===== config.mk =====
export PLATFORM = sky130hd
export DESIGN_NAME = route_alloc_unit
export DESIGN_NICKNAME = d
export VERILOG_FILES = /design/src/rtl/noc_pkg.sv /design/src/rtl/rr_arbiter.sv /design/src/rtl/route_alloc_unit.sv
export SDC_FILE = /design/constraint.sdc
export NUM_CORES = 1
export LEC_CHECK = 0
export ABC_AREA = 1
export CAP_MARGIN = 20
export CORE_ASPECT_RATIO = 1.25
export CORE_MARGIN = 4
export CORE_UTILIZATION = 55
export DETAILED_ROUTE_END_ITERATION = 8
export DONT_BUFFER_PORTS = 1
export GPL_ROUTABILITY_DRIVEN = 0
export PLACE_DENSITY = 0.67
export SLEW_MARGIN = 30
export SYNTH_ARGS = -nofsm -noshare
export SYNTH_HDL_FRONTEND = slang
export SYNTH_SLANG_ARGS = --single-unit

===== constraint.sdc =====
create_clock -name clk -period 4.5 [get_ports clk]
set_clock_uncertainty 0.05 [all_clocks]
set_input_delay 0.675 -clock clk [delete_from_list [all_inputs] [get_ports clk]]
set_output_delay 0.675 -clock clk [all_outputs]
set_load 0.02 [all_outputs]

===== src/rtl/noc_pkg.sv =====
// Shared NoC definitions: port enumeration, route-mode encodings and the
// dimension-order route function.
//   N_PORTS  : number of router ports (L, W, N, E, S)
//   PIDX_W   : width of a port / input index
//   xy_route : output port for a destination, given router coordinates
package noc_pkg;

  localparam int unsigned N_PORTS  = 5;
  localparam int unsigned PIDX_W   = 3;
  localparam int unsigned ROUTE_XY = 0;
  localparam int unsigned ROUTE_YX = 1;

  typedef enum logic [PIDX_W-1:0] {
    PORT_L = 3'd0,
    PORT_W = 3'd1,
    PORT_N = 3'd2,
    PORT_E = 3'd3,
    PORT_S = 3'd4
  } port_e;

  // Dimension-order route; N is the smaller-y direction.
  // Range checking of the destination is left to the caller.
  function automatic port_e xy_route(input int unsigned dx, input int unsigned dy,
                                     input int unsigned rx, input int unsigned ry,
                                     input int unsigned mode);
    port_e x_port;
    port_e y_port;
    port_e p;
    x_port = (dx < rx) ? PORT_W : ((dx > rx) ? PORT_E : PORT_L);
    y_port = (dy < ry) ? PORT_N : ((dy > ry) ? PORT_S : PORT_L);
    if (mode == ROUTE_YX) p = (y_port != PORT_L) ? y_port : x_port;
    else                  p = (x_port != PORT_L) ? x_port : y_port;
    return p;
  endfunction

endpackage


===== src/rtl/rr_arbiter.sv =====
// Five-request round-robin arbiter with a registered priority pointer.
//   clk, rst   : clock, synchronous active-high reset
//   req        : request per input
//   accept     : pick is taken this cycle; pointer moves past the winner
//   gnt_vld_c  : some request is present (combinational)
//   gnt_idx_c  : index of the winning input (combinational)
module rr_arbiter
  import noc_pkg::*;
(
  input  logic               clk,
  input  logic               rst,
  input  logic [N_PORTS-1:0] req,
  input  logic               accept,
  output logic               gnt_vld_c,
  output logic [PIDX_W-1:0]  gnt_idx_c
);

  localparam int unsigned SUM_W = PIDX_W + 1;

  logic [PIDX_W-1:0] ptr_q, ptr_d;
  logic [SUM_W-1:0]  sum_c;
  logic [PIDX_W-1:0] idx_c;

  // First requester found scanning upward (mod N_PORTS) from the pointer.
  always_comb begin
    gnt_vld_c = 1'b0;
    gnt_idx_c = '0;
    sum_c     = '0;
    idx_c     = '0;
    for (int unsigned k = 0; k < N_PORTS; k++) begin
      sum_c = SUM_W'(ptr_q) + SUM_W'(k);
      idx_c = (sum_c >= SUM_W'(N_PORTS)) ? PIDX_W'(sum_c - SUM_W'(N_PORTS)) : PIDX_W'(sum_c);
      if (!gnt_vld_c && req[idx_c]) begin
        gnt_vld_c = 1'b1;
        gnt_idx_c = idx_c;
      end
    end
  end

  // Winner's successor becomes highest priority.
  always_comb begin
    ptr_d = ptr_q;
    if (accept && gnt_vld_c) begin
      ptr_d = (gnt_idx_c == PIDX_W'(N_PORTS - 1)) ? '0 : gnt_idx_c + PIDX_W'(1);
    end
  end

  always_ff @(posedge clk) begin
    if (rst) ptr_q <= '0;
    else     ptr_q <= ptr_d;
  end

endmodule


===== src/rtl/route_alloc_unit.sv =====
// Route computation and per-output wormhole allocation for a 5-port router.
//   clk, rst   : clock, synchronous active-high reset
//   in_valid   : flit present on input i
//   in_head    : flit on input i is a head flit
//   in_tail    : flit on input i is a tail flit
//   in_dest    : destination {y,x}, looked at only while a head waits
//   out_ready  : downstream of output o can accept
//   in_grant   : flit on input i transfers this cycle
//   out_valid  : output o carries a flit this cycle
//   out_src    : input currently owning output o
//   route_err  : one-cycle pulse when an out-of-range destination is allocated
module route_alloc_unit
  import noc_pkg::*;
#(
  parameter  int unsigned NOC_WIDTH  = 4,
  parameter  int unsigned NOC_LENGTH = 4,
  parameter  int unsigned ROUTER_ID  = 4'b1001,
  parameter  int unsigned ROUTE_MODE = ROUTE_XY,
  localparam int unsigned X_W        = $clog2(NOC_WIDTH),
  localparam int unsigned Y_W        = $clog2(NOC_LENGTH),
  localparam int unsigned ADDR_W     = X_W + Y_W
) (
  input  logic                              clk,
  input  logic                              rst,
  input  logic [N_PORTS-1:0]                in_valid,
  input  logic [N_PORTS-1:0]                in_head,
  input  logic [N_PORTS-1:0]                in_tail,
  input  logic [N_PORTS-1:0][ADDR_W-1:0]    in_dest,
  input  logic [N_PORTS-1:0]                out_ready,
  output logic [N_PORTS-1:0]                in_grant,
  output logic [N_PORTS-1:0]                out_valid,
  output logic [N_PORTS-1:0][PIDX_W-1:0]    out_src,
  output logic                              route_err
);

  localparam int unsigned RX = ROUTER_ID % (2 ** X_W);
  localparam int unsigned RY = (ROUTER_ID >> X_W) % (2 ** Y_W);

  logic [N_PORTS-1:0]               lock_q,  lock_d;
  logic [N_PORTS-1:0][PIDX_W-1:0]   owner_q, owner_d;
  logic [N_PORTS-1:0][PIDX_W-1:0]   route_q, route_d;
  logic                             err_q,   err_d;

  logic [N_PORTS-1:0][PIDX_W-1:0]   want_c;
  logic [N_PORTS-1:0]               oob_c;
  logic [N_PORTS-1:0]               locked_c;
  logic [N_PORTS-1:0][N_PORTS-1:0]  req_c;    // [output][input]
  logic [N_PORTS-1:0]               gv_c;
  logic [N_PORTS-1:0][PIDX_W-1:0]   gi_c;
  int unsigned                      dx_c, dy_c;

  // Route each input's head and raise its request if it owns no output.
  always_comb begin : route_req
    want_c   = '0;
    oob_c    = '0;
    locked_c = '0;
    req_c    = '0;
    dx_c     = '0;
    dy_c     = '0;
    for (int unsigned i = 0; i < N_PORTS; i++) begin
      dx_c        = 32'(in_dest[i][X_W-1:0]);
      dy_c        = 32'(in_dest[i][ADDR_W-1:X_W]);
      oob_c[i]    = (dx_c >= NOC_WIDTH) || (dy_c >= NOC_LENGTH);
      want_c[i]   = oob_c[i] ? PORT_L : xy_route(dx_c, dy_c, RX, RY, ROUTE_MODE);
      locked_c[i] = lock_q[route_q[i]] && (owner_q[route_q[i]] == PIDX_W'(i));
      if (in_valid[i] && in_head[i] && !locked_c[i]) req_c[want_c[i]][i] = 1'b1;
    end
  end

  for (genvar o = 0; o < N_PORTS; o++) begin : g_arb
    rr_arbiter u_arb (
      .clk       (clk),
      .rst       (rst),
      .req       (req_c[o]),
      .accept    (!lock_q[o]),
      .gnt_vld_c (gv_c[o]),
      .gnt_idx_c (gi_c[o])
    );
  end

  // Transfer outputs straight from the lock state; forced idle during reset.
  always_comb begin : xfer
    in_grant  = '0;
    out_valid = '0;
    out_src   = '0;
    route_err = 1'b0;
    if (!rst) begin
      for (int unsigned i = 0; i < N_PORTS; i++) begin
        in_grant[i] = in_valid[i] && locked_c[i] && out_ready[route_q[i]];
      end
      for (int unsigned o = 0; o < N_PORTS; o++) begin
        out_valid[o] = lock_q[o] && in_valid[owner_q[o]];
        out_src[o]   = owner_q[o];
      end
      route_err = err_q;
    end
  end

  // Tail releases; free outputs take their arbiter's pick.
  always_comb begin : nxt
    lock_d  = lock_q;
    owner_d = owner_q;
    route_d = route_q;
    err_d   = 1'b0;
    for (int unsigned i = 0; i < N_PORTS; i++) begin
      if (in_grant[i] && in_tail[i]) lock_d[route_q[i]] = 1'b0;
    end
    for (int unsigned o = 0; o < N_PORTS; o++) begin
      if (!lock_q[o] && gv_c[o]) begin
        lock_d[o]          = 1'b1;
        owner_d[o]         = gi_c[o];
        route_d[gi_c[o]]   = PIDX_W'(o);
        err_d              = err_d | oob_c[gi_c[o]];
      end
    end
  end

  always_ff @(posedge clk) begin
    if (rst) begin
      lock_q  <= '0;
      owner_q <= '0;
      route_q <= '0;
      err_q   <= 1'b0;
    end else begin
      lock_q  <= lock_d;
      owner_q <= owner_d;
      route_q <= route_d;
      err_q   <= err_d;
    end
  end

endmodule


# Word-level counts from Yosys, hierarchy flattened
# Memory sizes are Yosys's and may differ from the RTL's.
# Index checks and enable logic that the tools add are counted.
# op_classes
add_sub_neg,50
order_cmp,105
n_eq_ne,9
mux,259
bitwise_logic,32
reduce_logical,111
# op_table
operator,count
3-bit two-way mux,81
3-bit by 4-bit < comparator with 1-bit output (second input constant),45
25-bit two-way mux,5
1-bit binary-select mux with 3-bit select,40
25-bit OR,4
15-bit two-way mux,6
1-bit two-way mux,87
4-bit by 3-bit >= comparator with 1-bit output (second input constant),20
5-bit demux with 3-bit select,5
1-bit logical AND,75
3-bit subtractor (second input constant),25
3-bit binary-select mux with 3-bit select,5
3-bit demux with 3-bit select,5
3-bit by 1-bit >= comparator with 1-bit output (second input constant),15
3-bit by 2-bit adder with 4-bit output (second input constant),10
5-bit two-way mux,8
10-bit bitwise AND,3
5-bit bitwise AND,6
1-bit zero test,30
10-bit inverter,3
5-bit inverter,6
2-bit two-way mux,11
3-bit by 1-bit adder with 4-bit output (second input constant),5
3-bit by 3-bit adder with 4-bit output (second input constant),5
18 further kinds,61
# totals
ff_bits,51
romBits,40
mem_count,5
# memory_table
name,words,word_bits,rd,rd_clocked_by_memory_dff,write_ports,line,text
(name not given),8,1,1,0,0,route_alloc_unit.sv:113,err_d = err_d | oob_c[gi_c[o]];
(name not given),8,1,1,0,0,route_alloc_unit.sv:113,
(name not given),8,1,1,0,0,route_alloc_unit.sv:113,
(name not given),8,1,1,0,0,route_alloc_unit.sv:113,
(name not given),8,1,1,0,0,route_alloc_unit.sv:113,

# Longest topological paths before layout
# logic_depth
ltp_word,48
ltp_mapped,29
mapped_depth_nobuf,28

# By module
# From an unflattened synthesis, not the netlist that was laid out.
# hier_totals
cells_unflattened,1591
area_unflattened_um2,9522.9
# by_module_without_submodules
module,instances,cells_each,area_each_um2,seq_area_each_um2
rr_arbiter (g_arb[0].u_arb ...),4,183,1189.9,60.1
route_alloc_unit,1,657,3580.9,700.7
rr_arbiter (g_arb[4].u_arb),1,202,1182.4,60.1

# Worst setup path before layout
# Ideal clock, no wire load.
# synth_path
kind,register to register
start,register g_arb[1].u_arb.ptr_q[0]
end,register g_arb[1].u_arb.ptr_q[2]
arrival_time_ns,3.347
t_required_ns,4.393
setup_slack_ns,1.046
stages_incl_launch_ff,25
cell_sequence,dfxtp_1 buf_2 inv_1 ha_1 inv_1 fa_1 nor2_1 nor2_1 o21ai_0 nor2_1 nand2_1 nand2_1 nor2_1 nand2_1 o21ai_0 nand3_1 nor2_1 nor2_1 nand3_2 inv_1 ha_1 or2_2 a21oi_1 o21ai_0 inv_1
# synth_via
elab_chain_cells,19
# synth_rtl
element,line,text
from (decl),rr_arbiter.sv:20,"logic [PIDX_W-1:0] ptr_q, ptr_d;"
from (signal assigned),rr_arbiter.sv:50,else ptr_q <= ptr_d;
branches (longest 16 deep; another with 3-bit by 1-bit adder with 4-bit output),n/a,
3-bit two-way mux *,rr_arbiter.sv:33,if (!gnt_vld_c && req[idx_c]) begin
net g_arb[1].u_arb.gnt_idx_c[1],rr_arbiter.sv:15,output logic [PIDX_W-1:0] gnt_idx_c
3-bit by 1-bit adder with 3-bit output or 3-bit equality test (tied branches),rr_arbiter.sv:44,ptr_d = (gnt_idx_c == PIDX_W'(N_PORTS - 1)) ? '0 : gnt_idx_c + PIDX_W'(1);
3-bit two-way mux *,rr_arbiter.sv:44,
# Mark *: on every way through the listed nets, which the timed path passes. The select of a mux whose other input is x is not followed.
# A chain may end at the register's enable or synchronous reset.

# Final worst setup path
# layout_path
start,register g_arb[2].u_arb.ptr_q[0]
end,register route_q[5] (netlist name)
# layout_via
elab_chain_cells,28
# layout_rtl
element,line,text
from (decl),rr_arbiter.sv:20,
from (signal assigned),rr_arbiter.sv:50,
branches (longest 23 deep; another with 3-bit by 1-bit adder with 4-bit output),n/a,
15-bit two-way mux *,route_alloc_unit.sv:109,if (!lock_q[o] && gv_c[o]) begin
5-bit bitwise AND (no line),n/a,
15-bit two-way mux *,route_alloc_unit.sv:109,
5-bit OR (no line),n/a,
15-bit two-way mux *,route_alloc_unit.sv:109,
to (signal assigned),route_alloc_unit.sv:127,route_q <= route_d;
to (decl),route_alloc_unit.sv:41,"logic [N_PORTS-1:0][PIDX_W-1:0] route_q, route_d;"
# Mark *: on every way between the ends. The select of a mux whose other input is x is not followed.

==> flow_summary.json <==
{
  "grt_max_degree": 53,
  "maxSlewViolCount": 0,
  "clkSlewWorstSetupHoldPaths_ns": 0.08,
  "coreArea_um2": 15600,
  "max_freq_mhz": 248,
  "clkLatencyLatePin_ns": 0.31,
  "cts_max_level": 2,
  "yosysUniqueCellTypes": 50,
  "maxCapViolCount": 0,
  "setup.worst_path.start_class": "register",
  "area_growth_pct": 4.28,
  "placementRows": 51,
  "syn_inst": 1580,
  "antenna_found_initial": 0,
  "synth-seq-area-share_pct": 11.4,
  "layout_common_cells": "nand2_1, inv_1, nand3_1",
  "yosys.area.top_type": "nand2_1",
  "multi_input_area_um2": 6700,
  "gr-total-overflow": 0,
  "grt_pass1_wl_mm": 48.0,
  "hold_end": "lock_q[3]",
  "ys_ff_latch": 50,
  "synth_top_family_by_area": "simple AND/OR/NAND/NOR gates",
  "period_minus_slack_ns": 4.03,
  "dieArea_um2": 18100,
  "synth_top_area_share_pct": 16.7,
  "drc": 0,
  "final_antenna_net_count": 0,
  "cts-hold-fix-buffers": 0,
  "hpwl_mm": 23.9,
  "critPathRequiredTime_ns": 4.65,
  "die_y_um": 149,
  "netlist_area_um2": 8800,
  "path_max_fanout": 10,
  "syn_area_per_cell_um2": 5.57,
  "cp-end-kind": "register",
  "fp.dieW_um": 121,
  "post_cts_resized": 0,
  "synth_area_leaders": "nand2_1, dfxtp_1, nand3_1",
  "r2r_slack_ns": 0.47,
  "cp.arrival_ns": 4.17,
  "io_buffers": 0,
  "timing.rr.end": "route_q[5]",
  "final_nets": 1666,
  "grt_pass1_vias": 9441,
  "initial_core_util_pct": 56.3,
  "status": "completed",
  "synth-xor-area-share_pct": 2.69,
  "diodes": 0,
  "synth_mux_area_share_pct": 0,
  "min_period_over_period_pct": 89.5,
  "cts_buffers": 5,
  "worst_pin_slew_ns": 0.904,
  "ios": 68,
  "final_common_cell": "nand2_1",
  "wl_mm": 30.1,
  "min_path_cells": 1,
  "num_vias": 10400,
  "synth_nets": 1676,
  "r2r.worst_path.cells": 20,
  "wire_per_inst_um": 16.9,
  "hold_viol": 0,
  "max_slew_margin_pct": 39.2,
  "cts_setup_buffers": 0,
  "hold_class": "in -> reg",
  "cts_max_path_buffers": 2,
  "cts_tree": "done",
  "setup_tns_ns": 0,
  "vias_per_cell": 5.85,
  "yosys.area_share.adder_pct": 8.11,
  "hold_path_startpoint": "rst",
  "grt.total_usage_pct": 32.9,
  "yosys_warnings": 0,
  "rr_startpoint": "g_arb[2].u_arb.ptr_q[0]",
  "synth-compound-area-share_pct": 15.4,
  "drive_gt1_share_pct": 9.30,
  "cts.sinks": 50,
  "cts-root-buf": "clkbuf_16",
  "regArea_um2": 1000,
  "grt_setup_unrepaired": "no",
  "firstDrtPassIters": 6,
  "synth_simple_gate_area_share_pct": 49.7,
  "n_fill_cell": 1668,
  "setup_violations": 0,
  "path_class": "reg -> reg",
  "drt_iter0_drc": 1226
}
-- sequential cells by signal, indices dropped and copies added (netlist names) --
register,count
g_arb.u_arb.ptr_q,15
owner_q,15
route_q,15
lock_q,5
-- kinds of logic after synthesis --
group / Yosys count
AO/OA/AOI/OAI: 238
XOR/XNOR: 27
adder cells (fa/ha/maj): 54
buffers and inverters: 277
flip-flops: 50
other: 1
AND/OR/NAND/NOR: 933
-- critical path, cell delays in order (launching register included) --
cell and delay, ns:
dfxtp_1 0.58, inv_1 0.27, ha_1 0.28, inv_1 0.06, fa_1 0.20, nor2_1 0.07, nor2_1 0.19, xor2_1 0.45
nand3_1 0.22, nand3b_1 0.13, nand2_1 0.06, nand2_1 0.09, nand2_4 0.09, nand4_1 0.16, nand2_1 0.22, inv_2 0.17
nand3_1 0.19, nor2_1 0.24, nor2_2 0.07, nand2_1 0.09, a21oi_2 0.05
-- synthesized netlist by cell type (all sizes together) --
cell type and instances:
nor3b 2, xor2 26, o2111ai 1, inv 240, o211ai 12, ha 49, clkbuf 9, o21ai 104
a21oi 86, nor4 11, xnor2 1, clkinv 4, or2 4, a31oi 10, dfxtp 50, conb 1
buf 24, o21bai 1, nor3 13, a211oi 1, nand4 75, nor4b 1, a311oi 1, nand3 197
o21a 3, nand3b 12, fa 5, o32ai 1, a221oi 2, nor2 197, o22ai 6, o31ai 10
nand2 421
-- layout make-up --
class                           count  share of cell area [%]
Tap cell                          212                    2.89
Multi-Input combinational cell   1253                    73.1
Clock inverter                      1                   0.327
Sequential cell                    50                    10.9
Inverter                          244                    9.98
Timing Repair Buffer               16                    1.31
Clock buffer                        6                    1.51
-- worst max path at each step --
stage                                  startpoint                      end  slack, ns  cells after the start
after floorplan           g_arb[1].u_arb.ptr_q[0]  g_arb[1].u_arb.ptr_q[2]       1.05                     24
after global placement    g_arb[2].u_arb.ptr_q[0]               route_q[5]       0.53                     20
after detailed placement  g_arb[2].u_arb.ptr_q[0]               route_q[5]       0.52                     20
after CTS                 g_arb[2].u_arb.ptr_q[0]               route_q[5]       0.51                     20
after global routing      g_arb[2].u_arb.ptr_q[0]               route_q[3]       0.13                     20
final                     g_arb[2].u_arb.ptr_q[0]               route_q[5]       0.47                     20
-- layer usage --
layer,global-route usage (%),wire length (um),vias up
met5,0,0,-
met4,14.4,1540,0
met3,5.58,2660,103
met2,55.4,13900,492
met1,41.1,12000,4636
li1,-,-,5189
-- stage by stage --
| stage | cell area [um^2] | setup slack (ns) | hold slack [ns] | utilization [%] | std cells |
|---|---|---|---|---|---|
| CTS | 9160 | 0.512 | 0.383 | 58.6 | 1782 |
| finish | 9170 | 0.472 | 0.378 | 58.7 | 1782 |
| global route | 9170 | 0.134 | 0.380 | 58.7 | 1782 |
| global placement | 8980 | 0.527 | 0.503 | 57.5 | 1775 |
| detailed placement | 8990 | 0.520 | 0.508 | 57.5 | 1775 |
| floorplan | 8800 | 1.05 | 0.442 | - | 1580 |
Power is left out: the tool's default activity adds up to more than one toggle a clock period on the data nets, which glitch-free logic cannot reach.
